**src/rtl/frac_lut6_cfg_loader.sv**
```systemverilog
// Configuration loader for a fracturable LUT6 cell.
// Receives a 10-byte frame: nine data bytes carry the 64-bit truth table, the
// 2-bit fracturing mode and six zero pad bits, and a tenth byte carries the
// XOR checksum. The frame is assembled in a shadow register. Only a fully
// validated frame is copied to the outputs, so the LUT never sees a partial
// configuration.
module frac_lut6_cfg_loader #(
    parameter int unsigned CHK_EN = 1
) (
    input  logic        prog_clk,
    input  logic        pReset,
    input  logic [7:0]  cfg_data,
    input  logic        cfg_valid,
    input  logic        cfg_sof,
    output logic        cfg_ready,
    output logic [0:63] sram,
    output logic [0:63] sram_inv,
    output logic [0:1]  mode,
    output logic [0:1]  mode_inv,
    output logic        cfg_done,
    output logic        cfg_err
);

    typedef enum logic [1:0] {
        ST_IDLE   = 2'd0,
        ST_LOAD   = 2'd1,
        ST_COMMIT = 2'd2
    } state_t;

    // Frame check: pad bits must be zero and, when enabled, the checksum byte
    // must equal the XOR of the nine data bytes.
    function automatic logic frame_ok(input logic [0:71] shadow,
                                      input logic [7:0]  cks,
                                      input logic [7:0]  run_xor);
        logic pad_ok;
        logic cks_ok;
        pad_ok = (shadow[66:71] == 6'b000000);
        cks_ok = (CHK_EN == 0) || (cks == run_xor);
        return pad_ok && cks_ok;
    endfunction

    state_t        state_q,  state_d;
    logic [3:0]    cnt_q,    cnt_d;
    logic [7:0]    xor_q,    xor_d;
    logic [0:71]   shadow_q, shadow_d;
    logic [0:63]   sram_q,   sram_d;
    logic [0:63]   sram_inv_q;
    logic [0:1]    mode_q,   mode_d;
    logic [0:1]    mode_inv_q;
    logic          done_q,   done_d;
    logic          err_q,    err_d;
    logic          ready_s;
    logic          accept_s;

    // The loader stalls only for the single commit cycle. Ready is also held
    // low while reset is asserted, so it is 0 in the reset cycle and 1 in the
    // first cycle after reset.
    always_comb begin
        ready_s  = (state_q != ST_COMMIT) && !pReset;
        accept_s = cfg_valid && ready_s;
    end

    // Next-state logic: frame assembly, checksum tracking and commit control.
    always_comb begin
        state_d  = state_q;
        cnt_d    = cnt_q;
        xor_d    = xor_q;
        shadow_d = shadow_q;
        sram_d   = sram_q;
        mode_d   = mode_q;
        done_d   = 1'b0;
        err_d    = err_q;

        if (accept_s && cfg_sof) begin
            // An sof byte always restarts the frame, whatever the state.
            state_d  = ST_LOAD;
            cnt_d    = 4'd1;
            xor_d    = cfg_data;
            shadow_d = {64'h0, cfg_data};
            err_d    = 1'b0;
        end else begin
            case (state_q)
                ST_IDLE: begin
                    // Non-sof bytes are accepted here and discarded.
                    state_d = ST_IDLE;
                end
                ST_LOAD: begin
                    if (accept_s) begin
                        if (cnt_q == 4'd9) begin
                            cnt_d = 4'd0;
                            xor_d = 8'h00;
                            if (frame_ok(shadow_q, cfg_data, xor_q)) begin
                                state_d = ST_COMMIT;
                                done_d  = 1'b1;
                            end else begin
                                state_d = ST_IDLE;
                                err_d   = 1'b1;
                            end
                        end else begin
                            // Shift left so that byte 0 ends up in bits 0..7
                            // after nine bytes, MSB first.
                            shadow_d = {shadow_q[8:71], cfg_data};
                            xor_d    = xor_q ^ cfg_data;
                            cnt_d    = cnt_q + 4'd1;
                        end
                    end else begin
                        state_d = ST_LOAD;
                    end
                end
                ST_COMMIT: begin
                    sram_d  = shadow_q[0:63];
                    mode_d  = shadow_q[64:65];
                    state_d = ST_IDLE;
                end
                default: begin
                    state_d = ST_IDLE;
                    cnt_d   = 4'd0;
                end
            endcase
        end
    end

    // State and output registers. The complement outputs load from the same
    // next-state value as the true outputs, so the two can never disagree.
    always_ff @(posedge prog_clk) begin
        if (pReset) begin
            state_q    <= ST_IDLE;
            cnt_q      <= 4'd0;
            xor_q      <= 8'h00;
            shadow_q   <= 72'h0;
            sram_q     <= 64'h0;
            sram_inv_q <= {64{1'b1}};
            mode_q     <= 2'b00;
            mode_inv_q <= 2'b11;
            done_q     <= 1'b0;
            err_q      <= 1'b0;
        end else begin
            state_q    <= state_d;
            cnt_q      <= cnt_d;
            xor_q      <= xor_d;
            shadow_q   <= shadow_d;
            sram_q     <= sram_d;
            sram_inv_q <= ~sram_d;
            mode_q     <= mode_d;
            mode_inv_q <= ~mode_d;
            done_q     <= done_d;
            err_q      <= err_d;
        end
    end

    assign cfg_ready = ready_s;
    assign sram      = sram_q;
    assign sram_inv  = sram_inv_q;
    assign mode      = mode_q;
    assign mode_inv  = mode_inv_q;
    assign cfg_done  = done_q;
    assign cfg_err   = err_q;

endmodule

```
**config.mk**
```make
export PLATFORM = sky130hd
export DESIGN_NAME = frac_lut6_cfg_loader
export DESIGN_NICKNAME = d
export VERILOG_FILES = /design/src/rtl/frac_lut6_cfg_loader.sv
export SDC_FILE = /design/constraint.sdc
export NUM_CORES = 1
export LEC_CHECK = 0
export CAP_MARGIN = 25
export CORE_MARGIN = 2
export CORE_UTILIZATION = 60
export CTS_BUF_LIST = sky130_fd_sc_hd__clkbuf_8
export CTS_CLUSTER_SIZE = 8
export DETAILED_ROUTE_END_ITERATION = 12
export DONT_BUFFER_PORTS = 1
export PLACE_DENSITY_LB_ADDON = 0.2
export SLEW_MARGIN = 40
export SYNTH_ARGS = -nofsm -noshare
export SYNTH_HDL_FRONTEND = slang
export SYNTH_SLANG_ARGS = --single-unit
```
**constraint.sdc**
```tcl
create_clock -name prog_clk -period 4.18 [get_ports prog_clk]
set_input_delay 0.836 -clock prog_clk [delete_from_list [all_inputs] [get_ports prog_clk]]
set_output_delay 0.836 -clock prog_clk [all_outputs]
set_load 0.01 [all_outputs]
```
==> impl_metrics.toml, run 1 <==
[run_status]
status = "complete, no violations"

[sta]
rsz0062_at_grt = "false"
post-route-period-util_pct = 64.4
hold_viol = 0
min_period_ns = 2.69
setup_viol = 0
slew_headroom_pct = 49.8
tightest_slew_ns = 0.753
fin_skew_ns = 0.0168
clock.fmax_ghz = 0.372
maxSlewViolCount = 0
fin_setup_tns_ns = 0

[finish]
area_growth_pct = 7.37
fin_area_um2 = 8130
drive_gt1_share_pct = 12.2
layout.nets = 775
antenna_cells = 0

[cts]
cts_post_setup_buffers_inserted = 0
cts-buffers-inserted = 35
cts.sink_count = 220
ctsHoldBuffers = 0
htree_levels = 2
clk_latency_ns = 0.50
cts_root_buffer = "clkbuf_8"
cts_resized = 0
cts_tree = "yes"
clk_pin_slew_worst_paths_ns = 0.06
cts_buffer_depth = 3

[synth]
synth_nets = 776
netlist_area_um2 = 7570
yosysUniqueCellTypes = 44
async_reset_ff_share_pct = 0
syn_inst = 762
synth.area.top_cells = "dfxtp_1 (58%), mux2i_1 (9.8%), nand2_1 (6.8%)"
synth_common_cells = "dfxtp_1 (220), nand2_1 (137), mux2i_1 (74), a21oi_1 (69), inv_1 (68)"
yosysMostFrequentCell = "dfxtp_1"
synth_flop_cell = "dfxtp_1"
synth_edf_count = 0
yosysWarnings = 0
ys_ff_latch = 220
syn_avg_cell_area_um2 = 9.93
synth_top_area_cell = "dfxtp_1"
yosysSeqAreaShare_pct = 58.2
yosys.area.top_type_share_pct = 58.2

[route]
wl_mm = 14.6
first_pass_iters = 4
vias = 4890
viasPerCell = 5.17
wl_per_cell_um = 15.5
drt-initial-drc-count = 173
route.detailed.drc = 0
drtAntennaViolNets = 0

[min_path]
hold_class = "register to register"
min_from = "shadow_q[7]$_SDFFE_PP0P_"

[power]
leakagePower_nw = 3.89
power_density_nw_per_um2 = 461
peakVddDrop_mv = 0.285
total_power_mw = 3.74

[place]
placed_area_um2 = 7540
place.port_buffers = 0
gp_congestion = 0.786
dp_hpwl_mm = 9.58

[worst_setup_path]
critPathLaunch = "state_q[0]$_SDFFE_PP0P_"
rrSetupSlack_ns = 1.49
cp.required_ns = 4.55
worstSetupEndpointType = "register"
cp_data_arrival_time_ns = 3.06
reg2reg_from = "state_q[0]$_SDFFE_PP0P_"
path_max_fanout = 39
critPathKind = "register to register"
critPathLaunchType = "register"

[global_routing]
antenna_found_initial = 0
grt_pass1_vias = 4794
grt_start_max_net_pins = 83
grt_pass1_wl_mm = 23.1
grt_usage_pct = 21.4
overflow = 0

[floorplanning]
die_x_um = 116
dieArea_um2 = 13500
initial_utilization_pct = 60.7
num_rows = 41
core_um2 = 12500
die_h_um = 116
io_pins = 147

[job]
drv_cap = 0
-- final timing paths --
kind                              end  cells past startpoint
max             xor_q[0]$_SDFFE_PP0P_                      5
min          shadow_q[7]$_SDFFE_PP0P_                      2
max reg2reg     xor_q[0]$_SDFFE_PP0P_                      5
min reg2reg  shadow_q[7]$_SDFFE_PP0P_                      2
-- stage by stage --
stage	util, %	hold WS, ns	setup slack, ns	instances
finish	65.2	0.455	1.49	945
global route	65.2	0.401	1.27	945
CTS	65.1	0.393	1.50	945
detailed placement	60.5	0.451	1.53	896
global placement	60.5	0.447	1.59	896
floorplan	-	0.436	1.77	762
-- cells by family after synthesis --
group                      Yosys count  synth area share [%]
AOI/OAI and AO/OA                  104                  8.42
DFF                                220                  58.2
muxes                               74                  9.79
and+or+nand+nor                    241                  15.1
buffers and inverters              112                  7.11
xor gates and xnor gates             9                  1.04
adders and majority gates            2                 0.331
-- per-layer routing --
| layer | GRT usage [%] | vias to the layer above | wire (um) |
|---|---|---|---|
| met4 | 6.83 | 0 | 209 |
| met5 | 0 | - | 0 |
| met1 | 25.1 | 2284 | 5940 |
| met3 | 7.16 | 21 | 1050 |
| li1 | - | 2451 | - |
| met2 | 37.1 | 134 | 7420 |
-- state kept, by name, indices dropped and copies added (netlist names) --
signal / flops
shadow_q: 72
sram: 64
sram_inv: 64
xor_q: 8
cnt_q: 4
mode: 2
mode_inv: 2
state_q: 2
cfg_done: 1
cfg_err: 1
-- power by group --
part / switching [mW] / total, mW / internal [mW] / leakage, nW
clock: 0.744 / 1.55 / 0.804 / 0.312
combinational: 0.0476 / 0.0739 / 0.0263 / 1.80
sequential: 0.0112 / 2.12 / 2.11 / 1.78
-- cell usage in the layout, fill, tap and decap left out, types with 2 or more instances in the layout --
master,count
or2_2,37
clkbuf_8,37
o2bb2ai_1,8
inv_1,75
o21ai_0,2
nand2_1,137
buf_4,4
a21oi_1,69
dfxtp_1,220
nor3_1,4
ha_1,2
mux2i_1,74
nor2_1,19
clkinvlp_4,3
xor2_1,9
inv_2,2
nor4_1,2
or2_1,29
a22oi_1,8
o31ai_1,8
-- worst max-delay path, cell delays in order, from the launching register on --
cell	delay, ns
dfxtp_1	0.45
nand2b_4	0.56
buf_4	0.64
nand3_2	0.46
a22oi_1	0.31
o2bb2ai_1	0.11
-- layout make-up --
type	instances	area (um2)
sequential	220	4400
fill	1047	4340
multi-input combinational	430	2640
clock buffer	37	509
inverter	70	263
tap	172	215
clock inverter	12	62.6
timing repair buffer	4	30.0
(Power assumes the default switching activity.)
==> run 2: changes to the inputs <==
CORE_UTILIZATION = 59   (was 60)
clock period = 2.4 ns   (was 4.18 ns; I/O delays follow)
==> impl_metrics.toml, run 2 (synthesis results as in run 1) <==
[run_status]
status = "complete, no violations"

[finish]
final_cell_mix = "dfxtp_1 (220), nand2_1 (137), inv_1 (84)"
area_growth_pct = 8.05
layout.nets = 779
layout.cells.non_filler = 954
nFillCells = 1051
final_common_cell = "dfxtp_1"
drive_gt1_share_pct = 12.0
largest_reg_flops = 72
antenna_cells = 0
top_register = "shadow_q"

[cts]
cts_tree = "yes"
clk_pin_slew_worst_paths_ns = 0.06
clk_latency_ns = 0.48
htree_levels = 2
ctsHoldBuffers = 0
cts_buffer_depth = 3
cts_post_setup_buffers_inserted = 0
cts_root_buffer = "clkbuf_8"
cts_resized = 0
cts.sink_count = 220
cts-buffers-inserted = 35

[route]
route.detailed.drc = 0
first_pass_iters = 5
vias = 4993
viasPerCell = 5.23
drtAntennaViolNets = 0
drt-initial-drc-count = 252
wl_per_cell_um = 15.4
wl_mm = 14.7

[sta]
hold_viol = 0
fin_setup_tns_ns = 0
maxSlewViolCount = 0
post-route-period-util_pct = 81.1
rsz0062_at_grt = "false"
slew_headroom_pct = 57.0
setup_viol = 0
min_period_ns = 1.95
fin_skew_ns = 0.0113
clock.fmax_ghz = 0.514
tightest_slew_ns = 0.645

[global_routing]
overflow = 0
grt_usage_pct = 21.2
antenna_found_initial = 0
grt_pass1_wl_mm = 23.3
grt_pass1_vias = 4795
grt_start_max_net_pins = 83

[worst_setup_path]
critPathLaunchType = "register"
cp.required_ns = 2.77
critPathKind = "register to register"
cpPeakStageDelay_ns = 0.45
critical_path_buf_inv_count = 1
path_max_fanout = 25
path_delay_family = "simple AND/OR/NAND/NOR gates"
path_cells = "nand2b_4 -> buf_4 -> nand3_2 -> a22oi_1 -> o2bb2ai_1"
slowest_stage = "dfxtp_1"
cp_data_arrival_time_ns = 2.31
worstSetupEndpointType = "register"

[floorplanning]
core_um2 = 12600
initial_utilization_pct = 60.2
die_h_um = 117
io_pins = 147
die_x_um = 117
dieArea_um2 = 13700
num_rows = 41

[job]
drv_cap = 0

[place]
place.port_buffers = 0
dp.cells = 900
gp_congestion = 0.803
dp_hpwl_mm = 9.87

[power]
leakagePower_nw = 3.95
peakVddDrop_mv = 0.419
power_density_nw_per_um2 = 793

[min_path]
hold_class = "input pin to register"
run 2: layout make-up:
class                      instances  area [um2]  share of cell area (%)
clock inverter                    17        67.6                   0.826
timing repair buffer               8        85.1                    1.04
inverter                          70         263                    3.21
clock buffer                      37         509                    6.23
multi-input combinational        430        2630                    32.2
tap                              172         215                    2.63
sequential                       220        4400                    53.9
run 2: path summary, 6_finish.rpt:
check / from / to / slack (ns) / cells past startpoint
min reg2reg: shadow_q[5]$_SDFFE_PP0P_ / shadow_q[5]$_SDFFE_PP0P_ / 0.45 / 2
min: pReset / shadow_q[68]$_SDFFE_PP0P_ / 0.11 / 1
max: state_q[0]$_SDFFE_PP0P_ / xor_q[4]$_SDFFE_PP0P_ / 0.45 / 5
max reg2reg: state_q[0]$_SDFFE_PP0P_ / xor_q[4]$_SDFFE_PP0P_ / 0.45 / 5
run 2: layer usage:
metal	wire, um	part of all wire [%]	vias to the layer above	global-route usage (%)
met5	0	0	-	0
met2	7310	50	149	36.2
li1	-	-	2465	-
met1	5990	41	2354	25.4
met3	1070	7.3	25	6.44
met4	322	2.2	0	7.76
run 2: power by group:
| group | internal (mW) | switching [mW] | leakage [nW] |
|---|---|---|---|
| logic | 0.0502 | 0.0826 | 1.82 |
| clock network | 1.40 | 1.26 | 0.351 |
| registers | 3.67 | 0.0185 | 1.78 |
run 2: metrics by stage:
| stage | cell area (um2) | power [mW] | utilization [%] | setup WS, ns | hold WS [ns] |
|---|---|---|---|---|---|
| 4_1_cts | 8180 | 6.56 | 65.1 | 0.461 | 0.0523 |
| 3_3_place_gp | 7600 | 3.90 | 60.5 | 0.624 | 0.447 |
| 5_1_grt | 8180 | 6.73 | 65.1 | 0.275 | 0.0626 |
| 3_5_place_dp | 7600 | 3.90 | 60.5 | 0.470 | 0.454 |
| 2_1_floorplan | 7570 | 3.89 | - | 0.705 | 0.436 |
| 6_report | 8180 | 6.49 | 65.1 | 0.454 | 0.110 |
